===== src/rtl/seq_alu_unit_if.sv =====
// Request/result bundle between the control unit (master) and seq_alu_unit (slave).
// WIDTH must match the WIDTH of the seq_alu_unit instance it connects to.
interface seq_alu_unit_if #(
  parameter int WIDTH = 16,
  parameter int SHW   = $clog2(WIDTH)
);
  logic             Start;
  logic [4:0]       Op;
  logic [WIDTH-1:0] A;
  logic [WIDTH-1:0] B;
  logic [SHW-1:0]   ShAmt;
  logic             WF;
  logic [WIDTH-1:0] ALUOut;
  logic [WIDTH-1:0] ALUOutHi;
  logic [3:0]       FlagsOut;
  logic             Busy;
  logic             Done;
  logic             Err;

  modport master (
    output Start, Op, A, B, ShAmt, WF,
    input  ALUOut, ALUOutHi, FlagsOut, Busy, Done, Err
  );

  modport slave (
    input  Start, Op, A, B, ShAmt, WF,
    output ALUOut, ALUOutHi, FlagsOut, Busy, Done, Err
  );
endinterface


===== src/rtl/seq_alu_unit.sv =====
// Multi-cycle ALU with Start/Busy/Done handshake, iterative shifts/rotates and registered flags.
// Optional iterative unsigned multiplier (Op 16) compiled in when ALU_MUL_EN is defined.
module seq_alu_unit #(
  parameter int WIDTH = 16,
  parameter int SHW   = $clog2(WIDTH)
) (
  input  logic          Clock,
  input  logic          Reset,
  seq_alu_unit_if.slave bus
);
  localparam int CW = $clog2(WIDTH + 1);

  localparam logic [4:0] OP_PASSA = 5'd0;
  localparam logic [4:0] OP_PASSB = 5'd1;
  localparam logic [4:0] OP_NOTA  = 5'd2;
  localparam logic [4:0] OP_NOTB  = 5'd3;
  localparam logic [4:0] OP_ADD   = 5'd4;
  localparam logic [4:0] OP_ADC   = 5'd5;
  localparam logic [4:0] OP_SUB   = 5'd6;
  localparam logic [4:0] OP_AND   = 5'd7;
  localparam logic [4:0] OP_OR    = 5'd8;
  localparam logic [4:0] OP_XOR   = 5'd9;
  localparam logic [4:0] OP_NAND  = 5'd10;
  localparam logic [4:0] OP_LSL   = 5'd11;
  localparam logic [4:0] OP_LSR   = 5'd12;
  localparam logic [4:0] OP_ASR   = 5'd13;
  localparam logic [4:0] OP_CSL   = 5'd14;
  localparam logic [4:0] OP_CSR   = 5'd15;
  localparam logic [4:0] OP_MUL   = 5'd16;

  // Bit positions inside FlagsOut = {Z,C,N,O}.
  localparam int FZ = 3;
  localparam int FC = 2;
  localparam int FN = 1;
  localparam int FO = 0;

  localparam logic [3:0] M_ZN   = 4'b1010;
  localparam logic [3:0] M_ZC   = 4'b1100;
  localparam logic [3:0] M_ZCN  = 4'b1110;
  localparam logic [3:0] M_ALL  = 4'b1111;

  typedef enum logic [1:0] {S_IDLE, S_SHIFT, S_MUL} state_e;

  state_e           state_q, state_d;
  logic [WIDTH-1:0] alu_out_q, alu_out_d;
  logic [3:0]       flags_q, flags_d;
  logic [WIDTH-1:0] work_q, work_d;
  logic [CW-1:0]    cnt_q, cnt_d;
  logic [4:0]       op_q, op_d;
  logic             wf_q, wf_d;
  logic             carry_q, carry_d;
  logic             busy_q, busy_d;
  logic             done_q, done_d;
  logic             err_q, err_d;

  logic [WIDTH:0]   sum;
  logic [WIDTH-1:0] res;
  logic [WIDTH-1:0] shifted;
  logic [3:0]       fval;
  logic [3:0]       fmask;
  logic             upd;
  logic             fwe;
  logic             step_out;
  logic             fill;

`ifdef ALU_MUL_EN
  logic [WIDTH-1:0] alu_hi_q, alu_hi_d;
  logic [WIDTH-1:0] acc_q, acc_d;
  logic [WIDTH-1:0] mcand_q, mcand_d;
  logic [WIDTH:0]   msum;
  logic [WIDTH-1:0] res_hi;
`endif

  always_comb begin
    // NOTE: every signal driven here gets a default first so no path can infer a latch.
    state_d  = state_q;
    alu_out_d = alu_out_q;
    flags_d  = flags_q;
    work_d   = work_q;
    cnt_d    = cnt_q;
    op_d     = op_q;
    wf_d     = wf_q;
    carry_d  = carry_q;
    busy_d   = busy_q;
    done_d   = 1'b0;
    err_d    = err_q;
    sum      = '0;
    res      = '0;
    shifted  = '0;
    fval     = '0;
    fmask    = '0;
    upd      = 1'b0;
    fwe      = 1'b0;
    step_out = 1'b0;
    fill     = 1'b0;
`ifdef ALU_MUL_EN
    alu_hi_d = alu_hi_q;
    acc_d    = acc_q;
    mcand_d  = mcand_q;
    msum     = '0;
    res_hi   = '0;
`endif

    case (state_q)
      S_IDLE: begin
        if (bus.Start) begin
          // Default: the op completes at this edge; multi-cycle ops override below.
          err_d  = 1'b0;
          op_d   = bus.Op;
          wf_d   = bus.WF;
          done_d = 1'b1;
          upd    = 1'b1;
          fwe    = bus.WF;
          fmask  = M_ZN;
          case (bus.Op)
            OP_PASSA: res = bus.A;
            OP_PASSB: res = bus.B;
            OP_NOTA:  res = ~bus.A;
            OP_NOTB:  res = ~bus.B;
            OP_ADD, OP_ADC, OP_SUB: begin
              if (bus.Op == OP_SUB) begin
                sum = {1'b0, bus.A} - {1'b0, bus.B};
              end else begin
                sum = {1'b0, bus.A} + {1'b0, bus.B};
                if (bus.Op == OP_ADC) sum = sum + {{WIDTH{1'b0}}, flags_q[FC]};
              end
              res       = sum[WIDTH-1:0];
              fmask     = M_ALL;
              // Bit WIDTH is the carry for add and the borrow (A<B) for subtract.
              fval[FC]  = sum[WIDTH];
              if (bus.Op == OP_SUB)
                fval[FO] = (bus.A[WIDTH-1] != bus.B[WIDTH-1]) && (res[WIDTH-1] != bus.A[WIDTH-1]);
              else
                fval[FO] = (bus.A[WIDTH-1] == bus.B[WIDTH-1]) && (res[WIDTH-1] != bus.A[WIDTH-1]);
            end
            OP_AND:  res = bus.A & bus.B;
            OP_OR:   res = bus.A | bus.B;
            OP_XOR:  res = bus.A ^ bus.B;
            OP_NAND: res = ~(bus.A & bus.B);
            OP_LSL, OP_LSR, OP_ASR, OP_CSL, OP_CSR: begin
              res = bus.A;
              if (bus.ShAmt != '0) begin
                state_d = S_SHIFT;
                busy_d  = 1'b1;
                done_d  = 1'b0;
                upd     = 1'b0;
                work_d  = bus.A;
                cnt_d   = CW'(bus.ShAmt);
                carry_d = flags_q[FC];
              end
            end
`ifdef ALU_MUL_EN
            OP_MUL: begin
              state_d = S_MUL;
              busy_d  = 1'b1;
              done_d  = 1'b0;
              upd     = 1'b0;
              work_d  = bus.B;
              mcand_d = bus.A;
              acc_d   = '0;
              cnt_d   = CW'(WIDTH);
            end
`else
            OP_MUL: begin
              upd   = 1'b0;
              err_d = 1'b1;
            end
`endif
            default: begin
              upd   = 1'b0;
              err_d = 1'b1;
            end
          endcase
        end
      end

      S_SHIFT: begin
        if (op_q == OP_LSL || op_q == OP_CSL) begin
          step_out = work_q[WIDTH-1];
          fill     = (op_q == OP_CSL) ? carry_q : 1'b0;
          shifted  = {work_q[WIDTH-2:0], fill};
        end else begin
          step_out = work_q[0];
          if (op_q == OP_ASR)      fill = work_q[WIDTH-1];
          else if (op_q == OP_CSR) fill = carry_q;
          else                     fill = 1'b0;
          shifted  = {fill, work_q[WIDTH-1:1]};
        end
        work_d  = shifted;
        carry_d = step_out;
        cnt_d   = cnt_q - CW'(1);
        if (cnt_q == CW'(1)) begin
          state_d  = S_IDLE;
          busy_d   = 1'b0;
          done_d   = 1'b1;
          upd      = 1'b1;
          fwe      = wf_q;
          res      = shifted;
          fval[FC] = step_out;
          fmask    = (op_q == OP_ASR) ? M_ZC : M_ZCN;
        end
      end

`ifdef ALU_MUL_EN
      S_MUL: begin
        // Shift-add: conditionally add the multiplicand to the high half, then shift
        // the whole {acc, work} pair right; work gradually fills with the low product.
        msum   = work_q[0] ? ({1'b0, acc_q} + {1'b0, mcand_q}) : {1'b0, acc_q};
        acc_d  = msum[WIDTH:1];
        work_d = {msum[0], work_q[WIDTH-1:1]};
        cnt_d  = cnt_q - CW'(1);
        if (cnt_q == CW'(1)) begin
          state_d  = S_IDLE;
          busy_d   = 1'b0;
          done_d   = 1'b1;
          upd      = 1'b1;
          fwe      = wf_q;
          res      = work_d;
          res_hi   = acc_d;
          fmask    = M_ALL;
          fval[FC] = (acc_d != '0);
          fval[FO] = 1'b0;
        end
      end
`endif

      default: begin
        state_d = S_IDLE;
        busy_d  = 1'b0;
      end
    endcase

    if (upd) begin
      alu_out_d = res;
`ifdef ALU_MUL_EN
      alu_hi_d  = res_hi;
      fval[FZ]  = (res == '0) && (res_hi == '0);
      fval[FN]  = (state_q == S_MUL) ? res_hi[WIDTH-1] : res[WIDTH-1];
`else
      fval[FZ]  = (res == '0);
      fval[FN]  = res[WIDTH-1];
`endif
      if (fwe) flags_d = (flags_q & ~fmask) | (fval & fmask);
    end
  end

  always_ff @(posedge Clock or posedge Reset) begin
    if (Reset) begin
      state_q   <= S_IDLE;
      alu_out_q <= '0;
      flags_q   <= '0;
      work_q    <= '0;
      cnt_q     <= '0;
      op_q      <= '0;
      wf_q      <= 1'b0;
      carry_q   <= 1'b0;
      busy_q    <= 1'b0;
      done_q    <= 1'b0;
      err_q     <= 1'b0;
    end else begin
      // NOTE: state registers use non-blocking assignment so every flop samples pre-edge values.
      state_q   <= state_d;
      alu_out_q <= alu_out_d;
      flags_q   <= flags_d;
      work_q    <= work_d;
      cnt_q     <= cnt_d;
      op_q      <= op_d;
      wf_q      <= wf_d;
      carry_q   <= carry_d;
      busy_q    <= busy_d;
      done_q    <= done_d;
      err_q     <= err_d;
    end
  end

`ifdef ALU_MUL_EN
  always_ff @(posedge Clock or posedge Reset) begin
    if (Reset) begin
      alu_hi_q <= '0;
      acc_q    <= '0;
      mcand_q  <= '0;
    end else begin
      alu_hi_q <= alu_hi_d;
      acc_q    <= acc_d;
      mcand_q  <= mcand_d;
    end
  end

  assign bus.ALUOutHi = alu_hi_q;
`else
  assign bus.ALUOutHi = '0;
`endif

  assign bus.ALUOut   = alu_out_q;
  assign bus.FlagsOut = flags_q;
  assign bus.Busy     = busy_q;
  assign bus.Done     = done_q;
  assign bus.Err      = err_q;
endmodule

===== src/flat_wrapper.sv =====
// flat-port wrapper written by rule: the top's interface ports become plain ports
module seq_alu_unit_flat 
#(
  parameter int WIDTH = 16,
  parameter int SHW   = $clog2(WIDTH)
)
  (Clock, Reset, bus_Start, bus_Op, bus_A, bus_B, bus_ShAmt, bus_WF, bus_ALUOut, bus_ALUOutHi, bus_FlagsOut, bus_Busy, bus_Done, bus_Err);
  seq_alu_unit_if #(.WIDTH(WIDTH), .SHW(SHW)) bus_i ();
  input  logic Clock;
  input  logic Reset;
  input wire logic [$bits(bus_i.Start)-1:0] bus_Start;
  input wire logic [$bits(bus_i.Op)-1:0] bus_Op;
  input wire logic [$bits(bus_i.A)-1:0] bus_A;
  input wire logic [$bits(bus_i.B)-1:0] bus_B;
  input wire logic [$bits(bus_i.ShAmt)-1:0] bus_ShAmt;
  input wire logic [$bits(bus_i.WF)-1:0] bus_WF;
  output wire logic [$bits(bus_i.ALUOut)-1:0] bus_ALUOut;
  output wire logic [$bits(bus_i.ALUOutHi)-1:0] bus_ALUOutHi;
  output wire logic [$bits(bus_i.FlagsOut)-1:0] bus_FlagsOut;
  output wire logic [$bits(bus_i.Busy)-1:0] bus_Busy;
  output wire logic [$bits(bus_i.Done)-1:0] bus_Done;
  output wire logic [$bits(bus_i.Err)-1:0] bus_Err;
  assign bus_i.Start = bus_Start;
  assign bus_i.Op = bus_Op;
  assign bus_i.A = bus_A;
  assign bus_i.B = bus_B;
  assign bus_i.ShAmt = bus_ShAmt;
  assign bus_i.WF = bus_WF;
  assign bus_ALUOut = bus_i.ALUOut;
  assign bus_ALUOutHi = bus_i.ALUOutHi;
  assign bus_FlagsOut = bus_i.FlagsOut;
  assign bus_Busy = bus_i.Busy;
  assign bus_Done = bus_i.Done;
  assign bus_Err = bus_i.Err;
  seq_alu_unit #(.WIDTH(WIDTH), .SHW(SHW)) u_core (.Clock(Clock), .Reset(Reset), .bus(bus_i));
endmodule

===== config.mk =====
export PLATFORM = sky130hd
export DESIGN_NAME = seq_alu_unit_flat
export DESIGN_NICKNAME = d
export VERILOG_FILES = /design/src/rtl/seq_alu_unit_if.sv /design/src/rtl/seq_alu_unit.sv /design/src/flat_wrapper.sv
export SDC_FILE = /design/constraint.sdc
export NUM_CORES = 1
export LEC_CHECK = 0
export BUFFER_PORTS_ARGS = -buffer_cell sky130_fd_sc_hd__buf_2
export CAP_MARGIN = 15
export CORE_UTILIZATION = 43
export DETAILED_ROUTE_END_ITERATION = 6
export SLEW_MARGIN = 25
export SYNTH_ARGS = -nofsm -noshare
export SYNTH_HDL_FRONTEND = slang
export SYNTH_SLANG_ARGS = --single-unit

===== constraint.sdc =====
create_clock -name Clock -period 3.7 [get_ports Clock]
set_clock_uncertainty 0.15 [all_clocks]
set_input_delay 0 -clock Clock [delete_from_list [all_inputs] [get_ports Clock]]
set_output_delay 0 -clock Clock [all_outputs]
set_load 0.01 [all_outputs]

Word-level counts from Yosys, hierarchy flattened --
Cells that the tools add are included. Widths: inputs -> output; s select.
Word-level totals: bits in registers 53, bits of input ports 45
Operators by class: $add $sub $neg 4, equal/unequal tests 28, muxes and demuxes 61, bitwise gates (word level) 10, reduce and logical (&&, ||, !) cells 17
Operator list (count):
- $pmux 16 s9 | 1
- $mux 16 | 6
- $mux 17 | 5
- $pmux 16 s2 | 2
- $eq 5x4->1 const B | 12
- $not 16->16 | 3
- $mux 1 | 26
- $eq 5x3->1 const B | 4
- $add 16x16->17 | 1
- $add 17x1->17 | 1
- $sub 16x16->17 | 1
- $and 16x16->16 | 1
- $logic_not 16->1 | 1
- $or 16x16->16 | 1
- $reduce_or 16->1 | 1
- $xor 16x16->16 | 1
- $mux 5 | 3
- $pmux 1 s2 | 7
- $reduce_or 11->1 | 1
- $eq 5x1->1 const B | 2
- $eq 5x2->1 const B | 2
- $mux 2 | 5
- $pmux 5 s2 | 1
- $and 4x4->4 | 2
- 23 further kinds | 30

Depth between registers and ports, before layout --
Gate-level depths: netlist of the first run.
depth after elaboration 15, gate-level depth with buffers 15, mapped depth without buffers 15

Least setup slack after synthesis of the first run --
No wires, ideal clock.
path kind in2reg, from input bus_B[0], to register with a tool-made name, setup time 92 ps, arrival time 3108 ps, slack 350 ps, stages 13, buffers on the path 0, cells stage by stage ha_1 inv_1 fa_1 nand2b_4 a2111o_1 nand4b_1 a221oi_2 xor2_1 nor4_4 xnor2_1 a221o_1 or4_4 o31ai_2
RTL lines:
- from (decl) | RTL line flat_wrapper.sv:14 | input wire logic [$bits(bus_i.B)-1:0] bus_B;

==> results of run 1 <==
## final cells by class
type	count	area [um^2]	area share, %
clock buffers	6	139	1.77
clock inverters	2	35.0	0.446
inverters	69	259	3.30
multi-input cells	717	4940	62.9
flip-flops and latches	51	1280	16.2
well taps	211	264	3.36
repair buffers	143	938	11.9
## power by group
group	internal [mW]	total, mW	switching, mW
combinational	0.700	1.66	0.957
clock	0.336	0.539	0.202
sequential	0.793	0.997	0.204
total	1.83	3.19	1.36
## cells by family after synthesis
family          after synthesis  share of synthesized area (%)
flops                        51                           19.0
other cells                   1                         0.0557
xor+xnor                     43                           6.47
mux                          38                           6.08
buf+inv                     134                           8.77
compound gates              268                           26.6
fa+ha+maj                    58                           11.0
simple gates                294                           22.0
## cells in the final DEF, fill, tap and decap left out, types with 13 or more instances in the layout
cell type / instances
a211oi_1: 13
ha_1: 56
nor2_1: 83
buf_2: 67
a21oi_1: 69
mux2i_1: 24
conb_1: 16
nand3_1: 21
mux2_2: 13
o21ai_0: 70
nand2_1: 86
buf_4: 67
nor3_1: 15
inv_1: 66
dfrtp_1: 51
xnor2_1: 27
## worst min-delay path by stage
stage	slack (ns)	end
2_1_floorplan	-0.03	u_core.wf_q
3_3_place_gp	0.07	u_core.bus.ALUOut[2]
3_5_place_dp	0.06	u_core.bus.ALUOut[1]
4_1_cts	0.02	u_core.op_q[1]
5_1_grt	0.06	u_core.op_q[1]
6_report	0.03	u_core.op_q[1]
## stage by stage
stage / instance area, um^2 / utilization [%]
2_1_floorplan: 6790 / -
3_3_place_gp: 7590 / 49.7
5_1_grt: 7860 / 51.5
3_5_place_dp: 7590 / 49.7
6_report: 7860 / 51.5
4_1_cts: 7840 / 51.4
## worst max-delay path, delay by kind of cell
kind | cells | cell delay, ns
buffers and inverters | 4 | 0.55
AO/OA/AOI/OAI | 4 | 1.40
XOR/XNOR | 1 | 0.15
AND/OR/NAND/NOR | 4 | 1.19
adder cells (fa/ha/maj) | 1 | 0.32
## registers in the layout, summed over array words and instances, names as in the netlist, named ones only
register	cells
u_core.bus.ALUOut	16
u_core.work_q	16
u_core.cnt_q	5
u_core.op_q	5
u_core.bus.Busy	1
u_core.bus.Done	1
u_core.bus.Err	1
u_core.carry_q	1
u_core.wf_q	1
## per-layer routing
metal	vias to the layer above	track usage [%]	part of all wire, %
met3	36	1.84	6.7
met5	-	0	0
met4	0	8.68	2.3
met1	3327	42.5	46
li1	3351	-	-
met2	300	46.8	45
## timing repair
item                                   in CTS  in global routing
endpoints found under the hold margin      57                  0
setup endpoints to repair                   0                  3
hold buffers                                8                  0
setup buffers                               0                  0
resized for setup                           0                  4
==> reports/results.txt, run 1 <==
Max-slew headroom - 27.0%
Inserted Diodes - 0
syn_area_per_cell - 7.59 um^2
Rows - 45
FMAX - 279 MHz
most used cell, CP - inv_1
fraction of layout cells with a size suffix above 1 - 20.0%
crit share post-route - 96.9%
worst slew pin tran - 1.09 ns
Final Setup Violations - 0
WHS - 0.0315 ns
Seq/Total Area, Yosys - 19.0%
critical path class - in2reg
TritonCTS clock tree - yes
setup ws final - 0.114 ns
Die Width - 127 um
Initial DRC Count - 627
antenna violations before repair - 0
Arrival @ worst endpoint - 3.64 ns
starting density of the core - 44.1%
first-pass GRT wire length - 36700 um
status - complete, no violations
setup TNS - 0 ns
Routed Antenna Nets - 0
min-delay src - bus_Op[1]
Max-Cap Viols - 0
Max Root-Sink Buffers - 2
H-Tree Depth - 2
Pwr Total - 3.19 mW
# nets final - 1090
I/O pin total - 84
top-count cell post-synth - nand2_1
Area contributors post-synth - dfrtp_1, ha_1, o21ai_0
Post-synth EDFFs - 0
dpl hpwl - 18500 um
Area Growth Syn to Fin - 16.7%
Async SR Flop Fraction - 100%
Vias - 7014
Unique masters post-synth - 97
largest net degree at the start of global routing - 52
critical path endpoint category - register
overflow left after global routing - 0
commonest cells in the netlist - nand2_1, nor2_1, o21ai_0
leakage - 3.56 nW
top-area cell type share of the netlist area - 19.0%
vias per inst - 5.85
R2R setup slack - 0.17 ns
CP peak stage delay - 0.68 ns
clk_lat worst skew - 0.29 ns
hold depth - 4
WL/cell - 19.6 um
Worst setup SP type - primary input
die height - 127 um
Placed Instances - 1183
Reg clk slew, reported paths - 0.07 ns
RSZ-0062 raised after global routing - no
Slew Viols, Final - 0
Synth Cell Area - 6730 um^2
Cells after Synth - 887
DRC Markers - 0
area of the core - 15300 um^2
Detailed Route WL - 23500 um
Hold Crit Class - in2reg
Yosys top cell by area - dfrtp_1
#FFs+latches synth - 51
CP Cell Sequence - buf_2, inv_1, ha_1, inv_1, or4_1, a2111oi_0, buf_4, nor2_1, o211ai_1, nor4_4, xnor2_1, a221o_1, or4_4, o31ai_2
Num CTS Buffers - 5
Placer Congestion - 0.947
Tmin final - 3.59 ns
Top FF cell, synth - dfrtp_1
die area - 16200 um^2
PD cells - 406 nW/um^2
Reg2Reg Depth - 11
overall routing resource usage - 29.3%
hold violation count in the final report - 0
worst setup path start - bus_A[4]
Critical Path RT - 3.76 ns
worst-path fanout max - 6
number of port buffers - 67
Sink Count - 51
fill count - 1527
peak supply drop - 0.000306 V
Final Non-Filler Cells - 1199
Slowest cell on crit path - a2111oi_0
clock tree root buffer cell - clkbuf_16
TritonRoute pass-1 iters - 7
vias in the first global route - 6535
dpl ws - -0.0858 ns
number of synthesis warnings - 0
No activity file was read; power rests on OpenSTA's default activity.
==> run 2: changes to the inputs <==
Settings changed: CTS_BUF_LIST set to sky130_fd_sc_hd__clkbuf_8.
==> run 2 against run 1 <==
Net effect:
- the run now ends with DRC left
- wire length fell by 0.59%
- worst hold slack better by 0.0044 ns
- fmax is 0.59% higher
- die area did not move
- count of clock-buffer cells in the layout is the same
- power shrank 4.4%
- combinational power is essentially flat
- critical path depth is the same
- sequential power shrank 0.4%
- final cell count is essentially flat
==> reports/results.txt, run 2 (synthesis gave the netlist of run 1 again) <==
status - finished, violations left
failing checks - DRC
clock tree root buffer cell - clkbuf_8
crit share post-route - 96.3% (-0.57 points)
leakage - 3.54 nW (-0.65%)
RSZ-0062 raised after global routing - no
setup ws final - 0.135 ns (+0.0212 ns)
clk_lat worst skew - 0.31 ns (+0.02 ns)
die area - 16200 um^2 (unchanged)
dpl ws - -0.0858 ns (unchanged)
fill count - 1530 (+0.20%)
antenna violations before repair - 0 (unchanged)
Initial DRC Count - 681 (+8.6%)
PD cells - 391 nW/um^2 (-3.8%)
setup TNS - 0 ns (unchanged)
Placer Congestion - 0.947 (unchanged)
hold worst-path end - u_core.work_q[2]
TritonCTS clock tree - yes
Rows - 45 (unchanged)
Tmin final - 3.56 ns (-0.0212 ns)
Area Growth Syn to Fin - 16.0%
hold depth - 5 (+1)
area of the core - 15300 um^2 (unchanged)
number of port buffers - 67 (unchanged)
Inserted Diodes - 0 (unchanged)
overflow left after global routing - 0 (unchanged)
Placement Cell Area - 7590 um^2 (unchanged)
Routed Antenna Nets - 0 (unchanged)
Die Width - 127 um (unchanged)
most frequent cells in the layout - nand2_1, nor2_1, o21ai_0
Final Setup Violations - 0 (unchanged)
I/O pin total - 84 (unchanged)
Reg clk slew, reported paths - 0.09 ns (+0.02 ns)
Pwr Total - 3.05 mW (-4.4%)
Sink Count - 51 (unchanged)
TritonRoute pass-1 iters - 7 (unchanged)
min-delay src - bus_A[2]
Detailed Route WL - 23300 um (-0.59%)
worst slew pin tran - 1.09 ns (-0.00500 ns)
Worst setup SP type - primary input
Critical Path RT - 3.77 ns (about the same)
# nets final - 1091 (+0.092%)
Final Non-Filler Cells - 1200 (+0.083%)
Reg2Reg Depth - 11 (unchanged)
critical path class - in2reg
WL/cell - 19.4 um (-0.68%)
DRC Markers - 1 (+1)
die height - 127 um (unchanged)
first-pass GRT wire length - 36600 um (-0.17%)
Hold Crit Class - in2reg
peak supply drop - 0.000292 V (-4.5%)
hold violation count in the final report - 0 (unchanged)
Slew Viols, Final - 0 (unchanged)
WHS - 0.0359 ns (+0.00439 ns)
dpl hpwl - 18500 um (unchanged)
overall routing resource usage - 29.3% (-0.057 points)
vias in the first global route - 6518 (-0.26%)
Max-Cap Viols - 0 (unchanged)
largest net degree at the start of global routing - 52 (unchanged)
commonest non-fill, non-tap cell in the layout - nand2_1
Max Root-Sink Buffers - 2 (unchanged)
post-layout util - 51.2% (-0.31 points)
starting density of the core - 44.1% (unchanged)
Arrival @ worst endpoint - 3.64 ns (about the same)
vias per inst - 5.82 (-0.52%)
critical path endpoint category - register
Max-slew headroom - 27.3% (+0.33 points)
worst-path fanout max - 6 (unchanged)
H-Tree Depth - 2 (unchanged)
Placed Instances - 1183 (unchanged)
Final Cell Area - 7810 um^2 (-0.61%)
Vias - 6983 (-0.44%)
fraction of layout cells with a size suffix above 1 - 19.9% (-0.12 points)
FMAX - 281 MHz (+0.59%)
Num CTS Buffers - 5 (unchanged)
R2R setup slack - 0.17 ns (about the same)
-- run 2: layer usage --
metal	vias up	track usage, %	wire [um]
met5	-	0	0
met4	0	8.47	570
met3	42	1.84	1710
met2	335	46.7	10300
met1	3258	42.5	10700
li1	3348	-	-
-- run 2: cell type report --
type / count / area, um^2 / area share [%]
sequential: 51 / 1280 / 16.3
tap: 211 / 264 / 3.38
inverter: 69 / 259 / 3.32
clock inverter: 2 / 35.0 / 0.449
timing repair buffer: 144 / 948 / 12.1
clock buffer: 6 / 82.6 / 1.06
multi-input combinational: 717 / 4940 / 63.3
-- run 2: worst max path at each step --
stage | from | to | slack [ns]
after floorplan | bus_B[0] | register | 0.35
after global placement | bus_A[4] | register | -0.09
after detailed placement | bus_A[4] | register | -0.09
after CTS | bus_Op[3] | register | 0.14
after global routing | bus_Op[3] | register | 0.009
final | bus_A[4] | register | 0.14
-- run 2: repair_timing --
item                       4_1_cts  5_1_grt
hold buffers                     9        0
hold endpoints to repair        58        0
gates resized for setup          0        4
buffers inserted                 0        0
setup endpoints to repair        0        1
-- run 2: critical path: stages --
cell and delay, ns:
buf_2 0.15, inv_1 0.13, ha_1 0.32, inv_1 0.05
or4_1 0.55, a2111oi_0 0.68, buf_4 0.23, nor2_1 0.07
o211ai_1 0.17, nor4_4 0.06, xnor2_1 0.16, a221o_1 0.38
or4_4 0.51, o31ai_2 0.17
-- run 2: power breakdown --
group	switching, mW	internal [mW]
clock	0.185	0.219
sequential	0.202	0.791
combinational	0.954	0.700
total	1.34	1.71
